===== src/rtl/dmem_pkg.sv =====
// Shared definitions for the IITB RISC data memory: FSM state encoding and
// Write_Read polarity constants also used by the pipeline control.
package dmem_pkg;

  typedef enum logic {
    ST_CLEAR = 1'b0,
    ST_IDLE  = 1'b1
  } dmem_state_e;

  localparam logic MEM_WRITE = 1'b1;
  localparam logic MEM_READ  = 1'b0;

endpackage


===== src/rtl/dmem_clear_ctrl.sv =====
// Post-reset clear sequencer: sweeps every word once, then opens the request
// port. Busy and Req_Ready are registered copies of the next state.
module dmem_clear_ctrl
  import dmem_pkg::*;
#(
  parameter int DEPTH = 16,
  parameter int CNT_W = 4
) (
  input  logic             Clock,
  input  logic             Reset,
  output logic             Busy,
  output logic             Req_Ready,
  output logic [CNT_W-1:0] Clear_Addr,
  output logic             Clear_We
);

  localparam logic [CNT_W-1:0] LAST_IDX = CNT_W'(DEPTH - 1);

  dmem_state_e      state_r, state_s;
  logic [CNT_W-1:0] cnt_r, cnt_s;
  logic             busy_r, ready_r;

  // State, counter and registered status flags
  always_ff @(posedge Clock or posedge Reset) begin
    if (Reset) begin
      state_r <= ST_CLEAR;
      cnt_r   <= {CNT_W{1'b0}};
      busy_r  <= 1'b1;
      ready_r <= 1'b0;
    end else begin
      state_r <= state_s;
      cnt_r   <= cnt_s;
      busy_r  <= (state_s == ST_CLEAR);
      ready_r <= (state_s == ST_IDLE);
    end
  end

  // Next-state and next-count logic
  always_comb begin
    state_s = state_r;
    cnt_s   = cnt_r;
    case (state_r)
      ST_CLEAR: begin
        if (cnt_r == LAST_IDX) begin
          state_s = ST_IDLE;
          cnt_s   = {CNT_W{1'b0}};
        end else begin
          state_s = ST_CLEAR;
          cnt_s   = cnt_r + CNT_W'(1);
        end
      end
      ST_IDLE: begin
        state_s = ST_IDLE;
        cnt_s   = {CNT_W{1'b0}};
      end
      default: begin
        state_s = ST_CLEAR;
        cnt_s   = {CNT_W{1'b0}};
      end
    endcase
  end

  assign Busy       = busy_r;
  assign Req_Ready  = ready_r;
  assign Clear_Addr = cnt_r;
  assign Clear_We   = busy_r;

endmodule


===== src/rtl/data_memory_sync.sv =====
// Clocked data memory for the memory stage: valid/ready requests, byte-lane
// writes, one-cycle read latency and out-of-range flagging.
module data_memory_sync
  import dmem_pkg::*;
#(
  parameter int DATA_WIDTH = 16,
  parameter int ADDR_WIDTH = 16,
  parameter int DEPTH      = 16
) (
  input  logic                    Clock,
  input  logic                    Reset,
  input  logic                    Req_Valid,
  output logic                    Req_Ready,
  input  logic                    Write_Read,
  input  logic [ADDR_WIDTH-1:0]   Address,
  input  logic [DATA_WIDTH-1:0]   Write_Data,
  input  logic [DATA_WIDTH/8-1:0] Byte_Enable,
  output logic                    Read_Valid,
  output logic [DATA_WIDTH-1:0]   Read_Data,
  output logic                    Addr_Error,
  output logic                    Busy
);

  localparam int                  LANES   = DATA_WIDTH / 8;
  localparam int                  CNT_W   = (DEPTH > 1) ? $clog2(DEPTH) : 1;
  localparam logic [ADDR_WIDTH:0] DEPTH_W = (ADDR_WIDTH + 1)'(DEPTH);

  logic [DATA_WIDTH-1:0] mem_r [DEPTH];
  logic [DATA_WIDTH-1:0] read_data_r, wr_word_s;
  logic                  read_valid_r, addr_error_r;
  logic                  accept_s, in_range_s, is_write_s, clear_we_s;
  logic [CNT_W-1:0]      word_idx_s, clear_addr_s;

  dmem_clear_ctrl #(
    .DEPTH (DEPTH),
    .CNT_W (CNT_W)
  ) u_clear_ctrl (
    .Clock      (Clock),
    .Reset      (Reset),
    .Busy       (Busy),
    .Req_Ready  (Req_Ready),
    .Clear_Addr (clear_addr_s),
    .Clear_We   (clear_we_s)
  );

  // Full-width compare so upper address bits can never alias into the array
  assign in_range_s = ({1'b0, Address} < DEPTH_W);
  assign accept_s   = Req_Valid & Req_Ready;
  assign is_write_s = (Write_Read == MEM_WRITE);
  assign word_idx_s = Address[CNT_W-1:0];

  // Byte-lane merge of store data into the currently stored word
  always_comb begin
    wr_word_s = mem_r[word_idx_s];
    for (int i = 0; i < LANES; i++) begin
      if (Byte_Enable[i]) begin
        wr_word_s[8*i +: 8] = Write_Data[8*i +: 8];
      end else begin
        wr_word_s[8*i +: 8] = mem_r[word_idx_s][8*i +: 8];
      end
    end
  end

  // Storage array: clear sweep has priority, then accepted in-range stores
  always_ff @(posedge Clock) begin
    if (clear_we_s) begin
      mem_r[clear_addr_s] <= {DATA_WIDTH{1'b0}};
    end else if (accept_s && is_write_s && in_range_s) begin
      mem_r[word_idx_s] <= wr_word_s;
    end
  end

  // Read result register and one-cycle status pulses
  always_ff @(posedge Clock or posedge Reset) begin
    if (Reset) begin
      read_valid_r <= 1'b0;
      addr_error_r <= 1'b0;
      read_data_r  <= {DATA_WIDTH{1'b0}};
    end else begin
      read_valid_r <= accept_s & ~is_write_s;
      addr_error_r <= accept_s & ~in_range_s;
      if (accept_s && !is_write_s) begin
        read_data_r <= in_range_s ? mem_r[word_idx_s] : {DATA_WIDTH{1'b0}};
      end
    end
  end

  assign Read_Valid = read_valid_r;
  assign Read_Data  = read_data_r;
  assign Addr_Error = addr_error_r;

endmodule


===== config.mk =====
export PLATFORM = sky130hd
export DESIGN_NAME = data_memory_sync
export DESIGN_NICKNAME = d
export VERILOG_FILES = /design/src/rtl/dmem_pkg.sv /design/src/rtl/dmem_clear_ctrl.sv /design/src/rtl/data_memory_sync.sv
export SDC_FILE = /design/constraint.sdc
export NUM_CORES = 1
export LEC_CHECK = 0
export ABC_CLOCK_PERIOD_IN_PS = 3000
export BUFFER_PORTS_ARGS = -buffer_cell sky130_fd_sc_hd__buf_2
export CORE_UTILIZATION = 25
export DETAILED_ROUTE_END_ITERATION = 8
export PLACE_DENSITY_LB_ADDON = 0.1
export SLEW_MARGIN = 20
export SYNTH_ARGS = -nofsm -noshare
export SYNTH_HDL_FRONTEND = slang
export SYNTH_HIERARCHICAL = 1
export SYNTH_SLANG_ARGS = --single-unit

===== constraint.sdc =====
create_clock -name Clock -period 3 [get_ports Clock]
set_input_delay 0.45 -clock Clock [delete_from_list [all_inputs] [get_ports Clock]]
set_output_delay 0.45 -clock Clock [all_outputs]
set_load 0.02 [all_outputs]

Word-level counts from Yosys, hierarchy flattened
Memory sizes are Yosys's and may differ from the RTL's.
Cells that the tools add are included.
{"block": "word_totals", "elab_cells": 37, "mem_count": 1, "mem_bits_rw": 256, "reg_bits": 24, "in_bits": 38}
{"block": "op_classes", "order_cmp": 1, "bitwise_logic": 7, "reduce_logical": 5, "n_eq_ne": 1, "n_mux": 15, "addsub": 1}
{"name": "mem_r", "depth": 16, "word_bits": 16, "rd": 1, "rd_clocked_by_memory_dff": 0, "write_ports": 1, "line": "data_memory_sync.sv:28", "text": "logic [DATA_WIDTH-1:0] mem_r [DEPTH];"}
{"operator": "16-bit 2-to-1 mux", "count": 2}
{"operator": "16-bit by 5-bit less-than comparator with 1-bit output (second input constant)", "count": 1}
{"operator": "8-bit 2-to-1 mux", "count": 2}
{"operator": "16-bit OR reduction", "count": 1}
{"operator": "4-bit 2-to-1 mux", "count": 2}
{"operator": "4-bit one-hot mux with 2 select lines", "count": 1}
{"operator": "1-bit 2-to-1 mux", "count": 7}
{"operator": "4-bit by 1-bit adder with 4-bit output (second input constant)", "count": 1}
{"operator": "4-bit equality test (second input constant)", "count": 1}
{"operator": "1-bit NOT", "count": 4}
{"operator": "1-bit bitwise AND", "count": 3}
{"operator": "1-bit logical AND", "count": 3}
{"operator": "1-bit one-hot mux with 2 select lines", "count": 1}
{"operator": "1-bit logical NOT", "count": 1}

Longest topological paths before layout
Gate-level depths: netlist of the first run.
{"block": "depth", "ltp_word": 8, "ltp_mapped": 7, "mapped_depth_nobuf": 5}

Hierarchy
The synthesis of the first run kept the hierarchy.
{"mod": "data_memory_sync", "n_inst": 1, "seq_area_each_um2": 8137.8, "cells_each": 580, "area_each_um2": 11202.0}
{"mod": "dmem_clear_ctrl", "n_inst": 1, "seq_area_each_um2": 151.4, "cells_each": 20, "area_each_um2": 252.7}

Worst setup path after synthesis of the first run
OpenSTA, ideal clock, no wires.
{"block": "synth_timing", "path_type": "input to register", "from": "input port Address[12]", "to": "memory mem_r[7][0] (enable)", "path_slack_ns": 0.230, "path_stages": 6, "t_arrival_ns": 2.375, "required_ns": 2.606, "n_path_buf": 1, "path_cell_list": "nor4_1 -> and3_1 -> and4bb_2 -> buf_2 -> nand4_1 -> a21oi_1"}
{"block": "synth_between", "elab_chain_len": 7, "elab_cells_between_ends": 8}
{"item": "from (decl)", "line": "data_memory_sync.sv:15", "text": "input logic [ADDR_WIDTH-1:0] Address,"}
{"item": "16-bit by 5-bit less-than comparator with 1-bit output (*)", "line": "data_memory_sync.sv:47", "text": "assign in_range_s = ({1'b0, Address} < DEPTH_W);"}
{"item": "1-bit logical AND (*)", "line": "data_memory_sync.sv:68", "text": "end else if (accept_s && is_write_s && in_range_s) begin"}
{"item": "1-bit 2-to-1 mux (*)", "line": "data_memory_sync.sv:68"}
{"item": "1-bit 2-to-1 mux (*)", "line": "data_memory_sync.sv:66", "text": "if (clear_we_s) begin"}
{"item": "1-bit 2-to-1 mux (implied by the code) (*)", "line": "data_memory_sync.sv:69", "text": "mem_r[word_idx_s] <= wr_word_s;"}
{"item": "16-bit OR reduction (no source line)"}
{"item": "4-bit 2-to-1 mux (no source line) / 1-bit 2-to-1 mux (equally long branches)"}
{"item": "to (decl)", "line": "data_memory_sync.sv:28"}
Every way passes the cells marked *; elsewhere a longest branch is shown, timed or not.

Final worst setup path of the first run
{"block": "layout_timing", "from": "input port Address[0]", "to": "memory mem_r[0][3] (data pin)"}
{"block": "layout_between", "elab_chain_len": 7, "elab_cells_between_ends": 9}
{"item": "16-bit by 5-bit less-than comparator with 1-bit output", "line": "data_memory_sync.sv:47"}
{"item": "1-bit logical AND", "line": "data_memory_sync.sv:68"}
{"item": "1-bit 2-to-1 mux", "line": "data_memory_sync.sv:68"}
{"item": "1-bit 2-to-1 mux", "line": "data_memory_sync.sv:66"}
{"item": "1-bit 2-to-1 mux (implied by the code)", "line": "data_memory_sync.sv:69"}
{"item": "16-bit OR reduction (no source line)"}
{"item": "16-bit 2-to-1 mux (no source line) (*)"}
Marks and branches as above.

==> run summary, run 1 <==
- **number of global-route vias before repair** 6727
- **# H-tree levels** 1
- **initial core utilization** 25.3%
- **number of inserted diodes** 0
- **area of all placed cells without fillers** 14100 sq um
- **Worst Hold Class** primary input to flip-flop
- **synthesized area per cell** 19.1 sq um
- **Sink Count** 280
- **Yosys reg bits** 280
- **actual transition at the worst max-transition pin** 1.01 ns
- **share of the clock period used by the worst path after layout** 83.5%
- **total via count in the routed design** 6198
- **Worst Reg2Reg Path Length in Cells** 5
- **Hold Violations, Final** 0
- **CP Data Required Time** 3.23 ns
- **IR Drop Worst-Case VDD** 0.000410 V
- **category of the worst setup path capture point** flip-flop
- **Critical Path Most Common Cell** buf_4
- **utilization after layout** 31.1%
- **die outline height** 216 um
- **Worst Setup Path Type** primary input to flip-flop
- **number of maximum-capacitance violations** 0
- **Worst EP arrival** 2.73 ns
- **post-synth design cell area** 11500 sq um
- **pin count of the biggest net entering global routing** 21
- **Num CTS Buffers** 31
- **total power density per cell area** 582 nW/um^2
- **DP HPWL** 21300 um
- **# resized after CTS** 0
- **largest fanout of any net on the critical path** 16
- **Clock Pin Slew Worst Setup and Hold Paths** 0.06 ns
- **CP max-delay cell** a21oi_1
- **Yosys Warn Count** 6
- **sequential-to-total area share from yosys stat** 72.4%
- **Hold-fix buffers, CTS** 1
- **worst skew pair latency** 0.58 ns
- **full die area** 46700 sq um
- **pins over their slew limit** 0
- **antenna violations before repair** 0
- **die span in x** 216 um
- **first-pass GRT wire length** 48000 um
- **run status** finished, final reports clean
- **Setup Viol. Count Final** 0
- **highest clock rate** 399 MHz
- **io pins** 58
- **count of input and output buffers** 57
- **clock tree from TritonCTS** done
- **Remaining DRCs** 0
- **number of instances in the synthesized netlist** 600
- **delay of the slowest critical-path stage** 0.81 ns
- **Finished Layout Cells** 1348
- **setup fix buffers added after clock tree synthesis** 0
- **combined area of the multi-input logic cells** 3040 sq um
- **worst-case clock buffer depth** 3
- **setup TNS after final layout** 0 ns
- **worst clock skew** 0.0201 ns
- **area of placed instances** 13000 sq um
- **Mapped Nets** 639
- **crit-path cells** buf_4, buf_4, mux4_1, mux2_2, nor2_1, a211o_1, a21oi_1
- **ratio of cells with drive above 1 in the final layout** 36.0%
- **global routing usage summed across all routing layers** 14.3%
- **nets@finish** 762
- **total area of sequential cells** 8290 sq um
- **shortest clock period the worst path allows after layout** 2.51 ns
- **violation count after the first detailed-routing iteration** 369
- **wire length per cell** 24.6 um
- **total routed wirelength** 33100 um
- **count of placed standard cells including taps** 1289
- **total congestion overflow after global routing** 0
- **first-pass iteration count of the detailed router** 7
- **leakage power** 5.47 nW
- **Antenna Nets Post-Route** 0
- **number of different library cells in the post-synthesis netlist** 36
- **Filler Cell Count** 4442
- **core region area** 45300 sq um
- **routed vias/inst** 4.60
- **startpoint type of the worst setup path** primary input
- **RSZ-0062 raised after global routing** no
- **site row count** 78
- **P&R area growth vs syn** 23.0%
- **Max-Slew Margin vs Limit** 32.7%
- **master cell of the clock root buffer** clkbuf_16
- **routability congestion estimate** 0.743
- **number of cells traversed by the worst hold path** 3
-- per-layer routing --
metal / share of wire [%] / vias to the layer above / track usage [%]
met3: 3.6 / 42 / 1.92
met2: 51 / 129 / 24.9
met1: 44 / 3279 / 18.8
li1: - / 2748 / -
met5: 0 / - / 0
met4: 1.9 / 0 / 3.69
-- registers in the layout (all words and copies together), names as in the netlist --
name and flops:
Addr_Error 1, u_clear_ctrl/Busy 1, u_clear_ctrl/Req_Ready 1, Read_Valid 1, Read_Data 16, mem_r 256
u_clear_ctrl/Clear_Addr 4
-- final cells by class --
class	instances	area share [%]
Clock buffer	34	5.59
Clock inverter	24	1.48
Multi-Input combinational cell	275	21.5
Inverter	5	0.133
Tap cell	600	5.33
Timing Repair Buffer	130	7.10
Sequential cell	280	58.8
-- cells by family (layout without fill, tap and decap cells) --
| logic type | Yosys count | after routing | synth area share (%) |
|---|---|---|---|
| AND/OR/NAND/NOR | 92 | 92 | 4.12 |
| buffers and inverters | 45 | 193 | 2.04 |
| adder cells (fa/ha/maj) | 1 | 1 | 0.109 |
| multiplexers | 97 | 97 | 16.6 |
| XOR/XNOR | 1 | 1 | 0.0765 |
| flip-flops | 280 | 280 | 72.4 |
| AO/OA/AOI/OAI | 84 | 84 | 4.72 |
-- worst max-delay path: cells and delay by family --
family	cells	cell delay, ns
buf+inv	2	0.65
compound gates	2	1.10
simple gates	1	0.04
mux	2	0.48
-- through the flow --
step	setup slack [ns]	total power, mW	hold WS, ns
final	0.494	8.21	0.194
after global routing	0.300	8.48	0.200
after CTS	0.416	8.33	0.154
after detailed placement	-0.191	4.57	0.346
after global placement	-0.0224	4.57	0.345
after floorplan	0.230	4.44	0.240
-- cell usage in the layout, fill, tap and decap left out, drive strengths merged, types with 19 or more instances in the layout --
cell | netlist | layout
nand3 | 19 | 19
clkbuf | 16 | 34
nor2 | 24 | 24
mux4 | 64 | 64
a21oi | 33 | 33
dfrtp | 23 | 23
edfxtp | 256 | 256
buf | 24 | 129
-- cells in the mapped netlist --
cell type	count	area [sq um]
buf_6	5	56.3
o21ai_1	1	5.00
mux2_2	17	191
edfxtp_1	256	7690
nor2b_1	9	56.3
nor3b_2	1	12.5
a21oi_1	32	160
nor2_1	23	86.3
a41oi_1	1	8.76
nor2_2	1	6.26
mux4_1	28	736
inv_1	5	18.8
nor4_1	3	18.8
buf_4	3	22.5
and3_1	1	6.26
nand4bb_1	1	11.3
mux4_2	36	811
buf_2	13	65.1
a31o_4	1	17.5
a21oi_2	1	8.76
mux2i_1	16	160
dfrtp_1	23	576
or2_2	1	6.26
xnor2_1	1	8.76
a22oi_1	16	120
clkbuf_1	16	60.1
buf_1	3	11.3
nand2_1	17	63.8
a211o_1	16	140
dfstp_2	1	26.3
nand4b_1	1	8.76
ha_1	1	12.5
o21ai_0	16	80.1
nand4_1	14	87.6
and4bb_2	1	12.5
nand3_1	19	95.1
-- report_power, final --
group          switching (mW)  total (mW)  internal [mW]
combinational           0.161       0.286          0.125
sequential            0.00106        4.20           4.20
clock                    1.57        3.72           2.15
-- final timing paths --
kind	startpoint	end	slack, ns
max reg2reg	u_clear_ctrl/Req_Ready	mem_r[4][4]	0.58
min reg2reg	Read_Data[5]	Read_Data[5]	0.54
min	Req_Valid	Addr_Error	0.19
max	Address[0]	mem_r[0][3]	0.49
max in group asynchronous	Reset	Read_Data[15]	2.14
min in group asynchronous	Reset	Read_Data[13]	0.31
No activity file was read; power rests on OpenSTA's default activity.
==> inputs of run 2 (changes only) <==
--- a/config.mk
+++ b/config.mk
@@ -5,7 +5,8 @@
 export SDC_FILE = /design/constraint.sdc
 export NUM_CORES = 1
 export LEC_CHECK = 0
-export ABC_CLOCK_PERIOD_IN_PS = 3000
+export ABC_AREA = 1
+export ABC_CLOCK_PERIOD_IN_PS = 2400
 export BUFFER_PORTS_ARGS = -buffer_cell sky130_fd_sc_hd__buf_2
 export CORE_UTILIZATION = 25
 export DETAILED_ROUTE_END_ITERATION = 8
==> constraint.sdc (replaced) <==
create_clock -name Clock -period 2.4 [get_ports Clock]
set_input_delay 0.36 -clock Clock [delete_from_list [all_inputs] [get_ports Clock]]
set_output_delay 0.36 -clock Clock [all_outputs]
set_load 0.02 [all_outputs]
==> run 2 against run 1 <==
Compared with the run above:
- critical path depth up 2
- via count up 24%
- die area up 0.51%
- utilization grew 0.57 points
- register-to-register slack got worse by 0.35 ns
- sequential power grew 25%
- setup slack worse by 0.27 ns
- critical endpoint is now mem_r[2][3]
- synthesized cell count up 66%
- clock skew is 0.0039 ns higher
- combinational power is 81% higher
- global-route usage is 1.4 points higher
- non-clock buffer count increased by 9
==> run summary, run 2 <==
- **full die area** 46900 sq um
- **Stages on worst setup path** 9
- **pin count of the biggest net entering global routing** 46
- **run status** finished, final reports clean
- **highest routed metal layer** met4
- **die span in x** 217 um
- **amount of wire on met2 after detailed routing** 16400 um
- **number of inserted diodes** 0
- **Critical Path Most Common Cell** nand2_1
- **critical register-to-register path startpoint** u_clear_ctrl/Req_Ready
- **Yosys Warn Count** 6
- **shortest clock period the worst path allows after layout** 2.17 ns
- **die outline height** 217 um
- **routed vias/inst** 4.43
- **flip-flop count of the largest register, all copies and words added** 256
- **cell taking the most area after synthesis** edfxtp_1
- **pins over their slew limit** 0
- **worst-case hold slack** 0.104 ns
- **total via count in the routed design** 7697
- **most flop-heavy register** mem_r
- **total congestion overflow after global routing** 0
- **synthesized area per cell** 11.6 sq um
- **nets@finish** 1150
- **Setup Viol. Count Final** 0
- **worst reg2reg path endpoint** mem_r[2][3]
- **Finished Layout Cells** 1736
- **Max-Slew Margin vs Limit** 53.3%
- **clock tree from TritonCTS** done
- **# H-tree levels** 2
- **Worst Hold Class** primary input to flip-flop
- **switching pwr** 2.40 mW
- **internal power** 8.39 mW
- **startpoint type of the worst setup path** flip-flop
- **Sink Count** 280
- **DP HPWL** 22500 um
- **first-pass GRT wire length** 53700 um
- **worst-case register-to-register setup slack** 0.23 ns
- **# resized after CTS** 0
- **Worst Setup Path Type** flip-flop to flip-flop
- **total routed wirelength** 35600 um
- **violation count after the first detailed-routing iteration** 532
- **core region area** 45400 sq um
- **crit-path cells** nand2_1, nor2_1, nand3_2, nor2_4, nand2_1, o21ai_1, nand2_1, nor2_2, buf_12
- **most common cell after layout, fill and taps aside** nand2_1
- **Mapped Nets** 1034
- **P&R area growth vs syn** 24.9%
- **RSZ-0062 raised after global routing** no
- **setup fix buffers added after clock tree synthesis** 0
- **Hold-fix buffers, CTS** 2
- **async set-reset flop share out of synthesis** 8.57%
- **Clk network pwr share** 46.5%
- **routability congestion estimate** 0.745
- **global routing usage summed across all routing layers** 15.7%
- **total power density per cell area** 750 nW/um^2
- **ratio of cells with drive above 1 in the final layout** 19.9%
- **Antenna Nets Post-Route** 0
- **initial core utilization** 25.4%
- **share of the clock period used by the worst path after layout** 90.6%
- **Yosys reg bits** 280
- **CP Data Required Time** 2.62 ns
- **worst clock skew** 0.0241 ns
- **delay of the slowest critical-path stage** 0.40 ns
- **launching element of the worst setup path** u_clear_ctrl/Req_Ready
- **first-pass iteration count of the detailed router** 5
- **Clock Pin Slew Worst Setup and Hold Paths** 0.05 ns
- **largest fanout of any net on the critical path** 16
- **Worst Reg2Reg Path Length in Cells** 9
- **number of maximum-capacitance violations** 0
- **number of different library cells in the post-synthesis netlist** 28
- **Worst Setup EP** mem_r[2][3]
- **category of the worst setup path capture point** flip-flop
- **count leader, synth** nand2_1
- **IR Drop Worst-Case VDD** 0.000406 V
- **number of enable flip-flop cells after synthesis** 256
- **actual transition at the worst max-transition pin** 0.700 ns
- **antenna violations before repair** 0
- **part of the power in combinational logic** 4.8%
- **switching fraction of total power** 22.2%
- **count of placed standard cells including taps** 1672
- **worst-case clock buffer depth** 3
- **Reg power frac** 48.7%
- **Num CTS Buffers** 35
- **number of instances in the synthesized netlist** 995
- **CP max-delay cell** dfrtp_1
- **sequential-to-total area share from yosys stat** 72.0%
- **post-synth design cell area** 11500 sq um
- **highest clock rate** 460 MHz
- **met3 wire length** 1550 um
- **io pins** 58
- **leakage power** 5.58 nW
- **dominant cells by area after synthesis** edfxtp_1 (67%), nand2_1 (9.5%), nand3_1 (9.3%), dfrtp_1 (5.0%), buf_2 (1.4%)
- **fraction of post-synthesis cell area in the top cell type by area** 66.8%
- **master cell of the clock root buffer** clkbuf_16
- **number of global-route vias before repair** 7794
- **dominant register cell in the synthesized netlist** edfxtp_1
- **commonest cells after routing, fill and taps aside** nand2_1 (291), edfxtp_1 (256), nand3_1 (215), buf_2 (56), buf_4 (50)
- **Worst EP arrival** 2.40 ns
- **worst skew pair latency** 0.55 ns
- **Remaining DRCs** 0
- **site row count** 78
- **count of input and output buffers** 57
- **count of buffering cells on the critical path with inverters included** 1
- **ranking of synthesized cells by instance count** nand2_1 (291), edfxtp_1 (256), nand3_1 (215)
- **wire length per cell** 20.5 um
- **family of cells with the greatest summed delay on the critical path** simple AND/OR/NAND/NOR gates
- **Hold Violations, Final** 0
- **met1 wire length** 17000 um
## run 2: cell types whose count changed in the layout (fill, tap and decap cells not counted), sizes merged, moves of 16 or more
cell	delta
a22oi	-16
nand2	+285
a211o	-16
a21oi	-16
mux2	-17
nand3	+201
mux4	-64
mux2i	-16
nor2	+22
o21ai	+27
## run 2: how the worst min path moves through the flow
stage | to | from | slack, ns | depth (start not counted)
after global placement | u_clear_ctrl/Clear_Addr[3] | Reset | 0.32 | 2
after detailed placement | u_clear_ctrl/Req_Ready | Reset | 0.32 | 2
after CTS | Addr_Error | Req_Valid | 0.07 | 3
after floorplan | u_clear_ctrl/Clear_Addr[0] | Reset | 0.15 | 1
final | Addr_Error | Req_Valid | 0.10 | 3
after global routing | Addr_Error | Req_Valid | 0.09 | 3
## run 2: per-layer routing
metal / GRT usage [%] / vias up
li1: - / 3739
met1: 21.7 / 3785
met2: 24.7 / 127
met3: 2.99 / 46
met4: 4.79 / 0
met5: 0 / -
## run 2: layout make-up
class | count | area [sq um]
well taps | 600 | 751
fillers | 4698 | 31000
inverters | 20 | 77.6
flip-flops and latches | 280 | 8290
multi-input cells | 635 | 2890
clock inverters | 17 | 138
clock buffers | 45 | 935
repair buffers | 139 | 1300
## run 2: tightest hold or removal path, stage by stage
cell and delay (ns):
buf_2 0.10, nand2_1 0.09, a21oi_1 0.05
## run 2: per-stage QoR
step	setup TNS [ns]	setup slack, ns	cell area (sq um)	power (mW)	utilization [%]
after CTS	0	0.214	14400	11.0	31.7
after floorplan	-4.87	-0.0233	11500	5.62	-
after global placement	0	0.110	13300	5.88	29.3
final	0	0.226	14400	10.8	31.7
after global routing	0	0.0518	14400	11.2	31.7
after detailed placement	0	0.124	13300	5.88	29.3
## run 2: power by group through the flow
stage	clock network, mW	logic (mW)	registers [mW]
2_1_floorplan	0	0.263	5.35
3_3_place_gp	0	0.532	5.35
3_5_place_dp	0	0.528	5.35
4_1_cts	5.18	0.531	5.25
5_1_grt	5.34	0.572	5.25
6_report	5.02	0.519	5.25
## run 2: cells by family after synthesis
logic type	count (synthesis)	share of synthesized area, %
AND/OR/NAND/NOR	570	21.7
AO/OA/AOI/OAI	64	2.98
flip-flops	280	72.0
buffers and inverters	80	3.23
adder cells (fa/ha/maj)	1	0.109
==> inputs of run 3 (changes only) <==
--- a/config.mk
+++ b/config.mk
@@ -8,7 +8,7 @@
 export ABC_AREA = 1
 export ABC_CLOCK_PERIOD_IN_PS = 2400
 export BUFFER_PORTS_ARGS = -buffer_cell sky130_fd_sc_hd__buf_2
-export CORE_UTILIZATION = 25
+export CORE_UTILIZATION = 61
 export DETAILED_ROUTE_END_ITERATION = 8
 export PLACE_DENSITY_LB_ADDON = 0.1
 export SLEW_MARGIN = 20
==> run 3 against run 2 <==
Compared with the run above:
- cell count decreased by 22%
- largest cell class unchanged
- hold slack worse by 0.10 ns
- register-to-register slack barely moved
- clock skew decreased by 0.0051 ns
- first-iteration DRC count rose by 76%
- final area shrank 5.1%
- sequential share of layout area grew 3.1 points
- setup slack lost 0.00091 ns
- highest routed layer unchanged
- critical endpoint is now mem_r[11][6]
==> run summary, run 3 (synthesized netlist as in run 2, its figures left out) <==
- **run status** finished, final reports clean
- **area of placed instances** 12700 sq um
- **share of the clock period used by the worst path after layout** 90.6%
- **highest clock rate** 460 MHz
- **Remaining DRCs** 0
- **wire length per cell** 21.2 um
- **startpoint type of the worst setup path** flip-flop
- **RSZ-0062 raised after global routing** no
- **leakage power** 5.49 nW
- **Antenna Nets Post-Route** 0
- **Worst Setup Path Type** flip-flop to flip-flop
- **# resized after CTS** 0
- **combined area of the multi-input logic cells** 2890 sq um
- **internal power** 8.11 mW
- **total via count in the routed design** 8060
- **antenna violations before repair** 0
- **CP Data Required Time** 2.65 ns
- **Num CTS Buffers** 28
- **Sink Count** 280
- **worst clock skew** 0.0190 ns
- **number of maximum-capacitance violations** 0
- **switching pwr** 2.12 mW
- **first-pass GRT wire length** 44100 um
- **die outline height** 139 um
- **Worst EP arrival** 2.43 ns
- **io pins** 58
- **Filler Cell Count** 1179
- **Hold-fix buffers, CTS** 1
- **most common cell after layout, fill and taps aside** nand2_1
- **core region area** 18200 sq um
- **master cell of the clock root buffer** clkbuf_16
- **clock tree from TritonCTS** done
- **total congestion overflow after global routing** 0
- **part of the power in combinational logic** 4.6%
- **largest fanout of any net on the critical path** 11
- **critical register-to-register path startpoint** u_clear_ctrl/Req_Ready
- **Worst Setup EP** mem_r[11][6]
- **launching element of the worst setup path** u_clear_ctrl/Req_Ready
- **Setup Viol. Count Final** 0
- **P&R area growth vs syn** 18.5%
- **number of cells traversed by the worst hold path** 2
- **first-pass iteration count of the detailed router** 5
- **total power** 10.2 mW
- **IR Drop Worst-Case VDD** 0.000729 V
- **global routing usage summed across all routing layers** 30.6%
- **area of all placed cells without fillers** 13600 sq um
- **number of inserted diodes** 0
- **commonest cells after routing, fill and taps aside** nand2_1 (291), edfxtp_1 (256), nand3_1 (215), buf_4 (73), buf_2 (56)
- **Clk network pwr share** 44.1%
- **worst skew pair latency** 0.56 ns
- **DP HPWL** 17800 um
- **Worst Reg2Reg Path Length in Cells** 8
- **routability congestion estimate** 0.846
- **Reg power frac** 51.3%
- **nets@finish** 1149
- **initial core utilization** 63.2%
- **flip-flop count of the largest register, all copies and words added** 256
- **die span in x** 139 um
- **count of placed standard cells including taps** 1308
- **Hold Violations, Final** 0
- **number of global-route vias before repair** 7634
- **shortest clock period the worst path allows after layout** 2.18 ns
- **total power density per cell area** 751 nW/um^2
- **worst-case clock buffer depth** 3
- **setup fix buffers added after clock tree synthesis** 0
- **worst reg2reg path endpoint** mem_r[11][6]
- **# H-tree levels** 1
- **pins over their slew limit** 0
- **site row count** 49
- **worst-case register-to-register setup slack** 0.22 ns
- **most flop-heavy register** mem_r
- **Max-Slew Margin vs Limit** 55.3%
- **total area of sequential cells** 8290 sq um
- **category of the worst setup path capture point** flip-flop
- **switching fraction of total power** 20.7%
- **violation count after the first detailed-routing iteration** 935
- **Finished Layout Cells** 1360
- **full die area** 19400 sq um
- **ratio of cells with drive above 1 in the final layout** 20.2%
- **Worst Hold Class** primary input to flip-flop
- **routed vias/inst** 5.93
- **count of input and output buffers** 57
- **total routed wirelength** 28800 um
- **actual transition at the worst max-transition pin** 0.669 ns
- **pin count of the biggest net entering global routing** 81
- **Clock Pin Slew Worst Setup and Hold Paths** 0.06 ns
[run 3: changes by cell type in the layout (fill, tap and decap cells not counted), moves of 3 or more]
cell,before,now
buf_4,50,73
buf_12,31,15
clkbuf_16,36,28
clkinv_1,11,5
bufinv_16,2,5
[run 3: worst max-delay path, cell delays in order, from the launching register on]
cell and delay [ns]:
dfrtp_1 0.39, nand2_1 0.11, nor2_1 0.19, nand4_1 0.13
buf_4 0.19, o21ai_1 0.18, nand2_1 0.19, nor2_2 0.28
buf_4 0.22
[run 3: area by class of cell]
type | count | share of cell area (%)
clock buffer | 37 | 5.38
timing repair buffer | 145 | 8.35
sequential | 280 | 60.8
inverter | 20 | 0.560
tap | 229 | 2.10
clock inverter | 14 | 1.62
multi-input combinational | 635 | 21.2
[run 3: per-stage QoR]
stage          utilization (%)  hold slack, ns  TNS [ns]  worst slack [ns]
2_1_floorplan                -           0.150     -4.87           -0.0233
3_3_place_gp              69.6           0.290         0             0.154
3_5_place_dp              69.6           0.291         0             0.121
4_1_cts                   74.9        0.000413         0             0.264
5_1_grt                   74.9         0.00764         0            0.0623
6_report                  74.9         0.00385         0             0.225
[run 3: worst min path at each step]
stage | endpoint | startpoint
after CTS | Read_Valid | Write_Read
after detailed placement | u_clear_ctrl/Clear_Addr[0] | Reset
after global placement | u_clear_ctrl/Clear_Addr[1] | Reset
after global routing | Read_Valid | Write_Read
final | Read_Valid | Write_Read
after floorplan | u_clear_ctrl/Clear_Addr[0] | Reset
[run 3: power by group through the flow]
| stage | clock (mW) | sequential, mW | combinational (mW) |
|---|---|---|---|
| 2_1_floorplan | 0 | 5.35 | 0.263 |
| 3_3_place_gp | 0 | 5.35 | 0.463 |
| 3_5_place_dp | 0 | 5.35 | 0.466 |
| 4_1_cts | 4.53 | 5.25 | 0.471 |
| 5_1_grt | 4.72 | 5.25 | 0.512 |
| 6_report | 4.51 | 5.25 | 0.476 |
[run 3: layer usage]
metal,track usage [%],part of all wire [%]
met3,6.47,10
met1,43.1,40
met2,47.5,46
met5,0,0
met4,11.6,3.5
